--- config.mk ---
export PLATFORM = sky130hd
export DESIGN_NAME = lcd_frame_scheduler_flat
export DESIGN_NICKNAME = d
export VERILOG_FILES = /design/src/rtl/lcd_frame_scheduler_if.sv /design/src/rtl/lcd_frame_scheduler.sv /design/src/flat_wrapper.sv
export SDC_FILE = /design/constraint.sdc
export NUM_CORES = 1
export LEC_CHECK = 0
export ABC_AREA = 1
export BUFFER_PORTS_ARGS = -buffer_cell sky130_fd_sc_hd__buf_2
export CAP_MARGIN = 5
export CORE_MARGIN = 2
export CORE_UTILIZATION = 57
export CTS_BUF_LIST = sky130_fd_sc_hd__clkbuf_8
export DETAILED_ROUTE_END_ITERATION = 10
export PLACE_DENSITY = 0.93
export SYNTH_ARGS = -nofsm -noshare
export SYNTH_HDL_FRONTEND = slang
export SYNTH_SLANG_ARGS = --single-unit
--- constraint.sdc ---
create_clock -name clk_50MHz -period 2.6 [get_ports clk_50MHz]
set_input_delay 0.65 -clock clk_50MHz [delete_from_list [all_inputs] [get_ports clk_50MHz]]
set_output_delay 0.65 -clock clk_50MHz [all_outputs]
set_load 0.05 [all_outputs]
--- src/rtl/lcd_frame_scheduler_if.sv ---
// Purpose: bundles the scheduler's init, byte-writer, pixel and aux-command signals.
// Latency: none; this is wiring only.
// Backpressure: pixel uses pix_valid/pix_ready, aux uses cmd_req/cmd_ack, the byte port uses lcd_en/wr_done.
// Ports: master = scheduler side (drives lcd_*, pix_ready, cmd_ack, frame_*, busy);
//        slave  = environment side (lcd_init, lcd_write, pixel source, command requester).
interface lcd_frame_scheduler_if;
    logic        init_done;
    logic [8:0]  init_data;
    logic        init_en;
    logic        wr_done;
    logic [8:0]  lcd_data;
    logic        lcd_en;
    logic        frame_en;
    logic [15:0] pix_data;
    logic        pix_valid;
    logic        pix_ready;
    logic        cmd_req;
    logic [8:0]  cmd_word;
    logic        cmd_last;
    logic        cmd_ack;
    logic        frame_start;
    logic        frame_done;
    logic        busy;

    modport master (
        input  init_done, init_data, init_en, wr_done,
        input  frame_en, pix_data, pix_valid,
        input  cmd_req, cmd_word, cmd_last,
        output lcd_data, lcd_en, pix_ready, cmd_ack,
        output frame_start, frame_done, busy
    );

    modport slave (
        output init_done, init_data, init_en, wr_done,
        output frame_en, pix_data, pix_valid,
        output cmd_req, cmd_word, cmd_last,
        input  lcd_data, lcd_en, pix_ready, cmd_ack,
        input  frame_start, frame_done, busy
    );
endinterface

--- src/rtl/lcd_frame_scheduler.sv ---
// Purpose: owns the LCD {dc,byte} write port; passes init through, then sends window cmds + RGB565 frames, aux bursts between frames.
// Latency: pixel transfer -> lcd_en on next edge; every byte is preceded by at least one low cycle of lcd_en.
// Backpressure: holds each byte until wr_done; pix_ready only in FETCH; cmd_ack only while waiting for an aux word.
// Ports: clk_50MHz/rst (sync, active-high); bus = master modport of lcd_frame_scheduler_if.
module lcd_frame_scheduler #(
    parameter int H_RES = 240,
    parameter int V_RES = 320,
    parameter int X_OFS = 0,
    parameter int Y_OFS = 0
) (
    input  logic                  clk_50MHz,
    input  logic                  rst,
    lcd_frame_scheduler_if.master bus
);
    localparam int                PIX_N    = H_RES * V_RES;
    localparam int                CNT_W    = (PIX_N > 1) ? $clog2(PIX_N) : 1;
    localparam logic [CNT_W-1:0]  PIX_LAST = CNT_W'(PIX_N - 1);
    localparam logic [15:0]       XS       = 16'(X_OFS);
    localparam logic [15:0]       XE       = 16'(X_OFS + H_RES - 1);
    localparam logic [15:0]       YS       = 16'(Y_OFS);
    localparam logic [15:0]       YE       = 16'(Y_OFS + V_RES - 1);

    typedef enum logic [2:0] {
        WAIT_INIT, IDLE, AUX_LOAD, AUX_SEND, WIN, FETCH, PIX_HI, PIX_LO
    } state_t;

    state_t           state;
    logic [3:0]       win_idx;
    logic [CNT_W-1:0] pix_cnt;
    logic [7:0]       px_lo;
    logic             aux_last;
    logic [8:0]       data_r;
    logic             en_r;
    logic             frame_start_r;
    logic             frame_done_r;
    logic [8:0]       win_word;
    logic             wr_ack;

    // wr_done only counts against a byte we are actually presenting.
    assign wr_ack = en_r & bus.wr_done;

    always_comb begin
        win_word = 9'h000;
        case (win_idx)
            4'd0:    win_word = 9'h02A;
            4'd1:    win_word = {1'b1, XS[15:8]};
            4'd2:    win_word = {1'b1, XS[7:0]};
            4'd3:    win_word = {1'b1, XE[15:8]};
            4'd4:    win_word = {1'b1, XE[7:0]};
            4'd5:    win_word = 9'h02B;
            4'd6:    win_word = {1'b1, YS[15:8]};
            4'd7:    win_word = {1'b1, YS[7:0]};
            4'd8:    win_word = {1'b1, YE[15:8]};
            4'd9:    win_word = {1'b1, YE[7:0]};
            4'd10:   win_word = 9'h02C;
            default: win_word = 9'h000;
        endcase
    end

    always_ff @(posedge clk_50MHz) begin
        if (rst) begin
            state         <= WAIT_INIT;
            win_idx       <= '0;
            pix_cnt       <= '0;
            px_lo         <= '0;
            aux_last      <= 1'b0;
            data_r        <= '0;
            en_r          <= 1'b0;
            frame_start_r <= 1'b0;
            frame_done_r  <= 1'b0;
        end else begin
            frame_start_r <= 1'b0;
            frame_done_r  <= 1'b0;
            case (state)
                WAIT_INIT: begin
                    if (bus.init_done) state <= IDLE;
                end
                IDLE: begin
                    if (bus.cmd_req) begin
                        state <= AUX_LOAD;
                    end else if (bus.frame_en) begin
                        // First window word goes out together with frame_start.
                        state         <= WIN;
                        win_idx       <= 4'd0;
                        data_r        <= 9'h02A;
                        en_r          <= 1'b1;
                        frame_start_r <= 1'b1;
                    end
                end
                AUX_LOAD: begin
                    if (bus.cmd_req) begin
                        data_r   <= bus.cmd_word;
                        aux_last <= bus.cmd_last;
                        en_r     <= 1'b1;
                        state    <= AUX_SEND;
                    end
                end
                AUX_SEND: begin
                    if (wr_ack) begin
                        en_r <= 1'b0;
                        if (aux_last) begin
                            data_r <= '0;
                            state  <= IDLE;
                        end else begin
                            state <= AUX_LOAD;
                        end
                    end
                end
                WIN: begin
                    if (wr_ack) begin
                        en_r <= 1'b0;
                        if (win_idx == 4'd10) state <= FETCH;
                        else                  win_idx <= win_idx + 4'd1;
                    end else if (!en_r) begin
                        // One low cycle after each byte, then the next index.
                        en_r   <= 1'b1;
                        data_r <= win_word;
                    end
                end
                FETCH: begin
                    if (bus.pix_valid) begin
                        px_lo  <= bus.pix_data[7:0];
                        data_r <= {1'b1, bus.pix_data[15:8]};
                        en_r   <= 1'b1;
                        state  <= PIX_HI;
                    end
                end
                PIX_HI: begin
                    if (wr_ack) begin
                        en_r  <= 1'b0;
                        state <= PIX_LO;
                    end
                end
                PIX_LO: begin
                    if (wr_ack) begin
                        en_r <= 1'b0;
                        if (pix_cnt == PIX_LAST) begin
                            pix_cnt      <= '0;
                            frame_done_r <= 1'b1;
                            data_r       <= '0;
                            state        <= IDLE;
                        end else begin
                            pix_cnt <= pix_cnt + CNT_W'(1);
                            state   <= FETCH;
                        end
                    end else if (!en_r) begin
                        en_r   <= 1'b1;
                        data_r <= {1'b1, px_lo};
                    end
                end
                default: state <= WAIT_INIT;
            endcase
        end
    end

    // Before init completes the init stream owns the port combinationally.
    assign bus.lcd_en      = (state == WAIT_INIT) ? bus.init_en   : en_r;
    assign bus.lcd_data    = (state == WAIT_INIT) ? bus.init_data : data_r;
    assign bus.pix_ready   = (state == FETCH);
    assign bus.cmd_ack     = (state == AUX_LOAD) && bus.cmd_req;
    assign bus.busy        = (state != IDLE);
    assign bus.frame_start = frame_start_r;
    assign bus.frame_done  = frame_done_r;
endmodule

--- src/flat_wrapper.sv ---
// flat-port wrapper written by rule: the top's interface ports become plain ports
module lcd_frame_scheduler_flat 
#(
    parameter int H_RES = 240,
    parameter int V_RES = 320,
    parameter int X_OFS = 0,
    parameter int Y_OFS = 0
)
  (clk_50MHz, rst, bus_init_done, bus_init_data, bus_init_en, bus_wr_done, bus_frame_en, bus_pix_data, bus_pix_valid, bus_cmd_req, bus_cmd_word, bus_cmd_last, bus_lcd_data, bus_lcd_en, bus_pix_ready, bus_cmd_ack, bus_frame_start, bus_frame_done, bus_busy);
  lcd_frame_scheduler_if bus_i ();
  input  logic clk_50MHz;
  input  logic rst;
  input wire logic [$bits(bus_i.init_done)-1:0] bus_init_done;
  input wire logic [$bits(bus_i.init_data)-1:0] bus_init_data;
  input wire logic [$bits(bus_i.init_en)-1:0] bus_init_en;
  input wire logic [$bits(bus_i.wr_done)-1:0] bus_wr_done;
  input wire logic [$bits(bus_i.frame_en)-1:0] bus_frame_en;
  input wire logic [$bits(bus_i.pix_data)-1:0] bus_pix_data;
  input wire logic [$bits(bus_i.pix_valid)-1:0] bus_pix_valid;
  input wire logic [$bits(bus_i.cmd_req)-1:0] bus_cmd_req;
  input wire logic [$bits(bus_i.cmd_word)-1:0] bus_cmd_word;
  input wire logic [$bits(bus_i.cmd_last)-1:0] bus_cmd_last;
  output wire logic [$bits(bus_i.lcd_data)-1:0] bus_lcd_data;
  output wire logic [$bits(bus_i.lcd_en)-1:0] bus_lcd_en;
  output wire logic [$bits(bus_i.pix_ready)-1:0] bus_pix_ready;
  output wire logic [$bits(bus_i.cmd_ack)-1:0] bus_cmd_ack;
  output wire logic [$bits(bus_i.frame_start)-1:0] bus_frame_start;
  output wire logic [$bits(bus_i.frame_done)-1:0] bus_frame_done;
  output wire logic [$bits(bus_i.busy)-1:0] bus_busy;
  assign bus_i.init_done = bus_init_done;
  assign bus_i.init_data = bus_init_data;
  assign bus_i.init_en = bus_init_en;
  assign bus_i.wr_done = bus_wr_done;
  assign bus_i.frame_en = bus_frame_en;
  assign bus_i.pix_data = bus_pix_data;
  assign bus_i.pix_valid = bus_pix_valid;
  assign bus_i.cmd_req = bus_cmd_req;
  assign bus_i.cmd_word = bus_cmd_word;
  assign bus_i.cmd_last = bus_cmd_last;
  assign bus_lcd_data = bus_i.lcd_data;
  assign bus_lcd_en = bus_i.lcd_en;
  assign bus_pix_ready = bus_i.pix_ready;
  assign bus_cmd_ack = bus_i.cmd_ack;
  assign bus_frame_start = bus_i.frame_start;
  assign bus_frame_done = bus_i.frame_done;
  assign bus_busy = bus_i.busy;
  lcd_frame_scheduler #(.H_RES(H_RES), .V_RES(V_RES), .X_OFS(X_OFS), .Y_OFS(Y_OFS)) u_core (.clk_50MHz(clk_50MHz), .rst(rst), .bus(bus_i));
endmodule
==> metrics.md, run 1 <==
| Metric | Value |
|---|---|
| Number of vias after detailed routing | 3010 |
| Multi-input gate area in the final layout | 1629 µm² |
| Clock tree buffer depth | 2 |
| Endpoint of the most critical register-to-register path | u_core.win_word[5] |
| Share of layout cells above drive strength 1 | 0.2103 |
| Post-CTS Setup Repair Bufs | 0 |
| Clock slew at reported path FFs | 90 ps |
| Post-Synthesis Cells | 444 |
| Remaining global-route overflow | 0 |
| Final hold violations | 0 |
| Total Nets Final | 552 |
| Setup repair after global routing missed its margin | false |
| Cell depth of the worst hold path | 2 |
| Number of I/O port buffers | 57 |
| Average footprint of a synthesized cell | 6.687 µm² |
| Final-report max-slew violation count | 0 |
| Worst IR drop on VDD | 0.7938 mV |
| Dpl hpwl | 5640 µm |
| Primary flip-flop cell chosen by synthesis mapping | dfxtp_1 |
| Hold bufs inserted after CTS | 0 |
| Cell chosen for the clock root | clkbuf_8 |
| DR DRC count | 0 |
| Setup violators final | 0 |
| Total Die Area | 5803 µm² |
| Avg Vias per Cell | 5.244 |
| Via count of the first global-routing pass | 2788 |
| Lkg Pwr | 1.546 nW |
| Remaining max-slew budget at the tightest pin | 0.7341 |
| Total standard cell area after synthesis | 2969 µm² |
| Number of antenna violations at the first check in global routing | 0 |
| Status | completed |
| Number of max-cap violations | 0 |
| Achievable frequency | 415.9 MHz |
| Final GP Congestion | 0.9657 |
| Startpoint of the tightest hold check path | u_core.px_lo[0] |
| Power density of the placed cells | 1097 nW/µm² |
| CTS tree | built |
| Number of nets in the synthesized netlist | 493 |
| Initial Util | 0.5851 |
| Starting DRT DRC Count | 135 |
| Cell count of the worst reg-to-reg path | 13 |
| Antenna cell count | 0 |
| Number of clock buffers inserted by TritonCTS | 5 |
| Arrival @ worst endpoint | 1750 ps |
| Critical path endpoint category | output port |
| Die Width | 76.18 µm |
| Fillers | 455 |
| # placed instances | 566 |
| Row cnt | 26 |
| H-tree Lvls | 2 |
| Total iterations of the first detailed-routing run | 4 |
| Detailed Route WL | 7237 µm |
| Share of the clock period used by the worst path after layout | 0.9247 |
| Worst flop-to-flop path startpoint | u_core.state[0] |
| Count of non-filler cells in the finished layout | 574 |
| Number of gates given a new drive strength after cts | 0 |
| Post-layout utilization of the core | 0.6750 |
| Worst Path Class, Setup | reg -> out |
| Worst Tran Pin Value | 397.9 ps |
| Worst-case register-to-register setup slack | 380 ps |
| Reg area | 1041 µm² |
| Tightest Hold Check Type | reg -> reg |
| Clock net sink count | 52 |
| Setup Total Neg Slack | 0 ps |
| Global router's overall resource usage | 0.2566 |
| Global-route wire length before repair | 12310 µm |
| Fin Clk Skew | 5.983 ps |
| Synthesis Warnings | 0 |
| Height of the die | 76.18 µm |
| Largest fanout of any net on the critical path | 21 |
| Largest net degree at the start of global routing | 22 |
| Clock network latency to the later pin of the worst-skew pair | 300 ps |
| Fraction of synthesis flops using an asynchronous set or reset pin | 0 |
| Number of synthesized flops with an enable pin | 0 |
| Sequential area share after synthesis | 0.3506 |
| Unique cell type count in the Yosys netlist | 37 |
| Critical Path Source Type | flip-flop |
| Yosys reg bits | 52 |
| Number of top-level pins | 58 |
| Remaining number of nets flagged by the antenna check after routing | 0 |
| Worst Hold Endpoint | u_core.px_lo[0] |
| Worst Path Required | 1950 ps |
| Time the worst path needs with I/O delays and setup | 2404 ps |
| Core footprint | 5075 µm² |
| Crit path setup slack, layout | 195.7 ps |
| Dpl ws | 260.4 ps |
| Area added between synthesis and finish | 15.38% |
| Wire length per cell | 12.61 µm |
==> cells by family (layout without fill, tap and decap cells) <==
family / Yosys count / count (layout) / share of synthesized area
adder cells (fa/ha/maj): 6 / 6 / 0.02528
buffers and inverters: 74 / 134 / 0.1024
AO/OA/AOI/OAI: 73 / 73 / 0.1416
XOR/XNOR: 4 / 4 / 0.01180
flip-flops: 52 / 52 / 0.3506
AND/OR/NAND/NOR: 235 / 235 / 0.3683
==> sequential cells by signal, summed over array words and instances (netlist names), 3 cells and up <==
signal           count
u_core.data_r        9
u_core.pix_cnt      17
u_core.px_lo         8
u_core.state         3
u_core.win_idx       4
u_core.win_word      7
==> routing by layer <==
layer / up-vias / global-route usage / part of all wire
met5: - / 0 / 0
met4: 0 / 0.06364 / 0.0066
met3: 6 / 0.04621 / 0.065
met2: 90 / 0.4696 / 0.52
met1: 1342 / 0.3114 / 0.41
li1: 1572 / - / -
==> layout by cell type (no fill, tap or decap), types with 2 or more instances in the layout <==
cell and count:
buf_2 57, nand2_2 7, or2_2 2, buf_4 8
inv_2 5, inv_1 56, a22oi_1 2, a211oi_1 3
a21oi_1 33, xor2_1 3, clkbuf_8 6, dfxtp_1 52
nor2_4 3, nor3_2 2, o21ai_0 15, o21ai_1 7
nor2_2 8, a31oi_1 2, nor4_1 2, ha_1 6
nand3_1 32, o2111ai_1 6, nand3_2 4, nand2_1 100
nand4_1 16, nor3_1 10, nor2_1 47
==> Yosys cell counts, types with 2 or more instances <==
cell type,count,area [µm²]
o21ai_1,7,35.03
nand4_1,16,100.1
nor3_2,2,20.02
inv_2,5,18.77
nor4_1,2,12.51
nand3_1,32,160.2
clkbuf_1,6,22.52
nor3_1,10,50.05
buf_2,3,15.01
ha_1,6,75.07
a22oi_1,2,15.01
nor2_4,2,22.52
o21ai_0,15,75.07
dfxtp_1,52,1041
buf_4,2,15.01
nand3_2,4,40.04
a31oi_1,2,12.51
nor2_1,47,176.4
a21oi_1,33,165.2
nor2_2,9,56.30
xor2_1,3,26.28
a211oi_1,3,22.52
nand2_1,100,375.4
buf_6,2,22.52
o2111ai_1,6,52.55
or2_2,2,12.51
inv_1,55,206.5
nand2_2,7,43.79
==> how the worst max path moves through the flow <==
| stage | from | to | slack (ps) |
|---|---|---|---|
| final | u_core.state[1] | bus_lcd_data[8] | 200 |
| after global routing | u_core.state[1] | bus_lcd_data[6] | 80 |
| after global placement | bus_cmd_req | u_core.win_word[5] | 390 |
| after floorplan | u_core.state[0] | bus_lcd_data[0] | 250 |
| after CTS | u_core.state[2] | bus_pix_ready | 150 |
| after detailed placement | bus_cmd_req | u_core.win_word[5] | 260 |
==> critical path: stages, from the launching register on <==
cell,delay (ps)
dfxtp_1,560
nor2_2,80
nand2_1,70
buf_4,230
nor2_1,60
a21oi_1,160
buf_2,290
==> cell type report <==
cell class                      instances  area share
Timing Repair Buffer                   65      0.1008
Clock buffer                            6     0.02411
Tap cell                               70     0.02557
Sequential cell                        52      0.3039
Clock inverter                          2    0.003287
Inverter                               61     0.06684
Multi-Input combinational cell        318      0.4755
==> through the flow <==
stage / total power [mW] / cell area [µm²] / hold slack [ps]
2_1_floorplan: 2.850 / 2969 / 429.2
3_3_place_gp: 3.253 / 3327 / 439.7
3_5_place_dp: 3.288 / 3327 / 446.6
4_1_cts: 3.761 / 3421 / 460.5
5_1_grt: 4.058 / 3426 / 493.9
6_report: 3.758 / 3426 / 457.9
==> power breakdown <==
| group | switching (mW) | total [mW] | leakage (nW) | internal, mW |
|---|---|---|---|---|
| logic | 1.59 | 2.22 | 1.07 | 0.629 |
| registers | 0.105 | 1.07 | 0.423 | 0.961 |
| clock network | 0.256 | 0.468 | 0.0486 | 0.213 |
Note: power is estimated with default switching activity, not from simulation.
==> run 2: changes to the inputs <==
- CORE_UTILIZATION: 57 -> 62
- PLACE_DENSITY: 0.93 -> 0.95
- clock period: 2.6 -> 2.8 ns (I/O delays scaled with it)
==> run 2 against run 1 <==
Effect of this change: critical path type unchanged; highest routed layer unchanged; global-route usage rose by 2.7 points; wire length hardly changed; critical path depth fell by 1; final cell count down 3.1%.
==> metrics.md, run 2 (synthesis gave the netlist of run 1 again) <==
| Metric | Value |
|---|---|
| Status | completed (unchanged) |
| Reg area | 1041 µm² (unchanged) |
| Critical path endpoint category | output port (unchanged) |
| Tightest Hold Check Type | reg -> reg (unchanged) |
| Most flop-heavy register | u_core.pix_cnt (unchanged) |
| Setup Total Neg Slack | 0 ps (unchanged) |
| Clock net sink count | 52 (unchanged) |
| Clock network latency to the later pin of the worst-skew pair | 310 ps (was 300 ps) |
| Total iterations of the first detailed-routing run | 4 (unchanged) |
| Delay of the slowest critical-path stage | 610 ps (was 560 ps) |
| Achievable frequency | 392.0 MHz |
| H-tree Lvls | 2 (unchanged) |
| Arrival @ worst endpoint | 1850 ps (was 1750 ps) |
| Number of I/O port buffers | 57 (unchanged) |
| Share of power burned in registers | 0.286 (was 0.284) |
| CTS tree | built (unchanged) |
| Dpl hpwl | 5491 µm (was 5640 µm) |
| Cell family with the largest share of critical-path delay | flip-flops (unchanged) |
| Largest net degree at the start of global routing | 22 (unchanged) |
| DR DRC count | 0 (unchanged) |
| Worst setup path startpoint | u_core.state[2] (was u_core.state[1]) |
| Setup violators final | 0 (unchanged) |
| Final hold violations | 0 (unchanged) |
| Hold bufs inserted after CTS | 0 (unchanged) |
| Worst path cell trace | nor2_2 -> nand2_2 -> nor2_1 -> a21oi_1 -> buf_2 (was nor2_2 -> nand2_1 -> buf_4 -> nor2_1 -> a21oi_1 -> buf_2) |
| Most common cell after layout, fill and taps aside | nand2_1 (unchanged) |
| NetSw | 1.833 mW (was 1.955 mW) |
| Wire length per cell | 13.01 µm (was 12.61 µm) |
| Post-CTS Setup Repair Bufs | 0 (unchanged) |
| Worst Path Required | 2100 ps (was 1950 ps) |
| Slowest-stage cell, CP | dfxtp_1 (unchanged) |
| Row cnt | 25 (was 26) |
| Worst-case register-to-register setup slack | 510 ps (was 380 ps) |
| Height of the die | 73.20 µm (was 76.18 µm) |
| Via count of the first global-routing pass | 2813 (was 2788) |
| Remaining number of nets flagged by the antenna check after routing | 0 (unchanged) |
| Detailed Route WL | 7233 µm (was 7237 µm) |
| Number of max-cap violations | 0 (unchanged) |
| Worst IR drop on VDD | 0.6643 mV (was 0.7938 mV) |
| Antenna cell count | 0 (unchanged) |
| Switching part of the total power | 0.5285 (was 0.5203) |
| Cell chosen for the clock root | clkbuf_8 (unchanged) |
| Share of total power in combinational logic | 0.589 (was 0.592) |
| Critical Path Source Type | flip-flop (unchanged) |
| Total Die Area | 5358 µm² (was 5803 µm²) |
| Number of gates given a new drive strength after cts | 0 (unchanged) |
| Power density of the placed cells | 1024 nW/µm² (was 1097 nW/µm²) |
| Total internal power | 1.635 mW (was 1.803 mW) |
| Post-layout power | 3.469 mW (was 3.758 mW) |
| Global-route wire length before repair | 12010 µm (was 12310 µm) |
| Initial Util | 0.6370 (was 0.5851) |
| Avg Vias per Cell | 5.491 (was 5.244) |
| Number of vias after detailed routing | 3053 (was 3010) |
| Number of clock buffers inserted by TritonCTS | 5 (unchanged) |
| Setup repair after global routing missed its margin | false (unchanged) |
| Fillers | 374 (was 455) |
| Number of antenna violations at the first check in global routing | 0 (unchanged) |
| Die Width | 73.20 µm (was 76.18 µm) |
| Share of the clock period used by the worst path after layout | 0.9110 |
| Critical path destination | bus_lcd_data[8] (unchanged) |
| Cell count of the worst reg-to-reg path | 12 (was 13) |
| Biggest registers after layout | u_core.pix_cnt (17), u_core.data_r (9), u_core.px_lo (8) (unchanged) |
| Multi-input gate area in the final layout | 1627 µm² (was 1629 µm²) |
| Worst Path Class, Setup | reg -> out (unchanged) |
| WP depth | 5 (was 6) |
| Starting DRT DRC Count | 157 (was 135) |
| Lkg Pwr | 1.527 nW (was 1.546 nW) |
| Core footprint | 4661 µm² (was 5075 µm²) |
| Remaining max-slew budget at the tightest pin | 0.7008 (was 0.7341) |
| Final-report max-slew violation count | 0 (unchanged) |
| Total Nets Final | 550 (was 552) |
| Area added between synthesis and finish | 14.08% (was 15.38%) |
| Largest fanout of any net on the critical path | 21 (unchanged) |
| Flip-flop count of the largest register after layout | 17 (unchanged) |
| Remaining global-route overflow | 0 (unchanged) |
| Clock slew at reported path FFs | 100 ps (was 90 ps) |
| Endpoint of the most critical register-to-register path | u_core.win_word[2] (was u_core.win_word[5]) |
| Share of layout cells above drive strength 1 | 0.2112 (was 0.2103) |
| Worst flop-to-flop path startpoint | u_core.state[2] (was u_core.state[0]) |
| Global router's overall resource usage | 0.2840 (was 0.2566) |
| Final GP Congestion | 0.9147 (was 0.9657) |
| Number of top-level pins | 58 (unchanged) |
| Time the worst path needs with I/O delays and setup | 2551 ps |
| Buffers plus inverters on the worst setup path | 1 (was 2) |
| Worst Tran Pin Value | 448.1 ps (was 397.9 ps) |
| Fin Clk Skew | 8.745 ps (was 5.983 ps) |
| Clock tree buffer depth | 2 (unchanged) |
| Top library cells by usage in the layout, fill and taps aside | 99 x nand2_1, 57 x buf_2, 55 x inv_1 (was 100 x nand2_1, 57 x buf_2, 56 x inv_1) |
| Cell depth of the worst hold path | 2 (unchanged) |
| Clock power share | 0.126 (was 0.125) |
## run 2: power groups by stage
| stage | clock network, mW | logic (mW) | registers (mW) |
|---|---|---|---|
| 5_1_grt | 0.482 | 2.24 | 1.01 |
| 3_5_place_dp | 0 | 2.02 | 1.01 |
| 6_report | 0.435 | 2.04 | 0.991 |
| 2_1_floorplan | 0 | 1.68 | 0.964 |
| 3_3_place_gp | 0 | 1.97 | 1.00 |
| 4_1_cts | 0.446 | 2.03 | 0.989 |
## run 2: how the worst min path moves through the flow
stage / start / to
6_report: u_core.px_lo[4] / u_core.px_lo[4]
5_1_grt: u_core.px_lo[6] / u_core.px_lo[6]
3_5_place_dp: u_core.px_lo[5] / u_core.px_lo[5]
2_1_floorplan: u_core.px_lo[4] / u_core.px_lo[4]
3_3_place_gp: u_core.px_lo[2] / u_core.px_lo[2]
4_1_cts: u_core.px_lo[0] / u_core.px_lo[0]
## run 2: worst min-delay path, delay by kind of cell, from the launching register on
| family | cells | cell delay, ps |
|---|---|---|
| buf+inv | 1 | 60 |
| compound gates | 1 | 60 |
| flops | 1 | 320 |
## run 2: final cells by class
type | instances | share of cell area
Multi-Input combinational cell | 318 | 0.4802
Sequential cell | 52 | 0.3074
Timing Repair Buffer | 63 | 0.09752
Inverter | 61 | 0.06760
Clock buffer | 5 | 0.02032
Tap cell | 54 | 0.01995
Clock inverter | 3 | 0.007019
## run 2: metrics by stage
| stage | worst slack (ps) | instances | util | instance area [µm²] | hold WS, ps |
|---|---|---|---|---|---|
| global placement | 526.0 | 548 | 0.7063 | 3292 | 439.7 |
| detailed placement | 403.9 | 548 | 0.7063 | 3292 | 448.6 |
| CTS | 69.90 | 556 | 0.7262 | 3385 | 464.8 |
| finish | 249.1 | 556 | 0.7267 | 3387 | 467.1 |
| global route | 114.6 | 556 | 0.7267 | 3387 | 502.2 |
| floorplan | 397.3 | 444 | - | 2969 | 429.2 |
## run 2: per-layer routing
| layer | vias to the layer above | global-route usage | routed length (µm) |
|---|---|---|---|
| li1 | 1573 | - | - |
| met1 | 1383 | 0.3373 | 2960 |
| met2 | 84 | 0.5125 | 3783 |
| met3 | 13 | 0.05525 | 379 |
| met4 | 0 | 0.08436 | 110 |
| met5 | - | 0 | 0 |
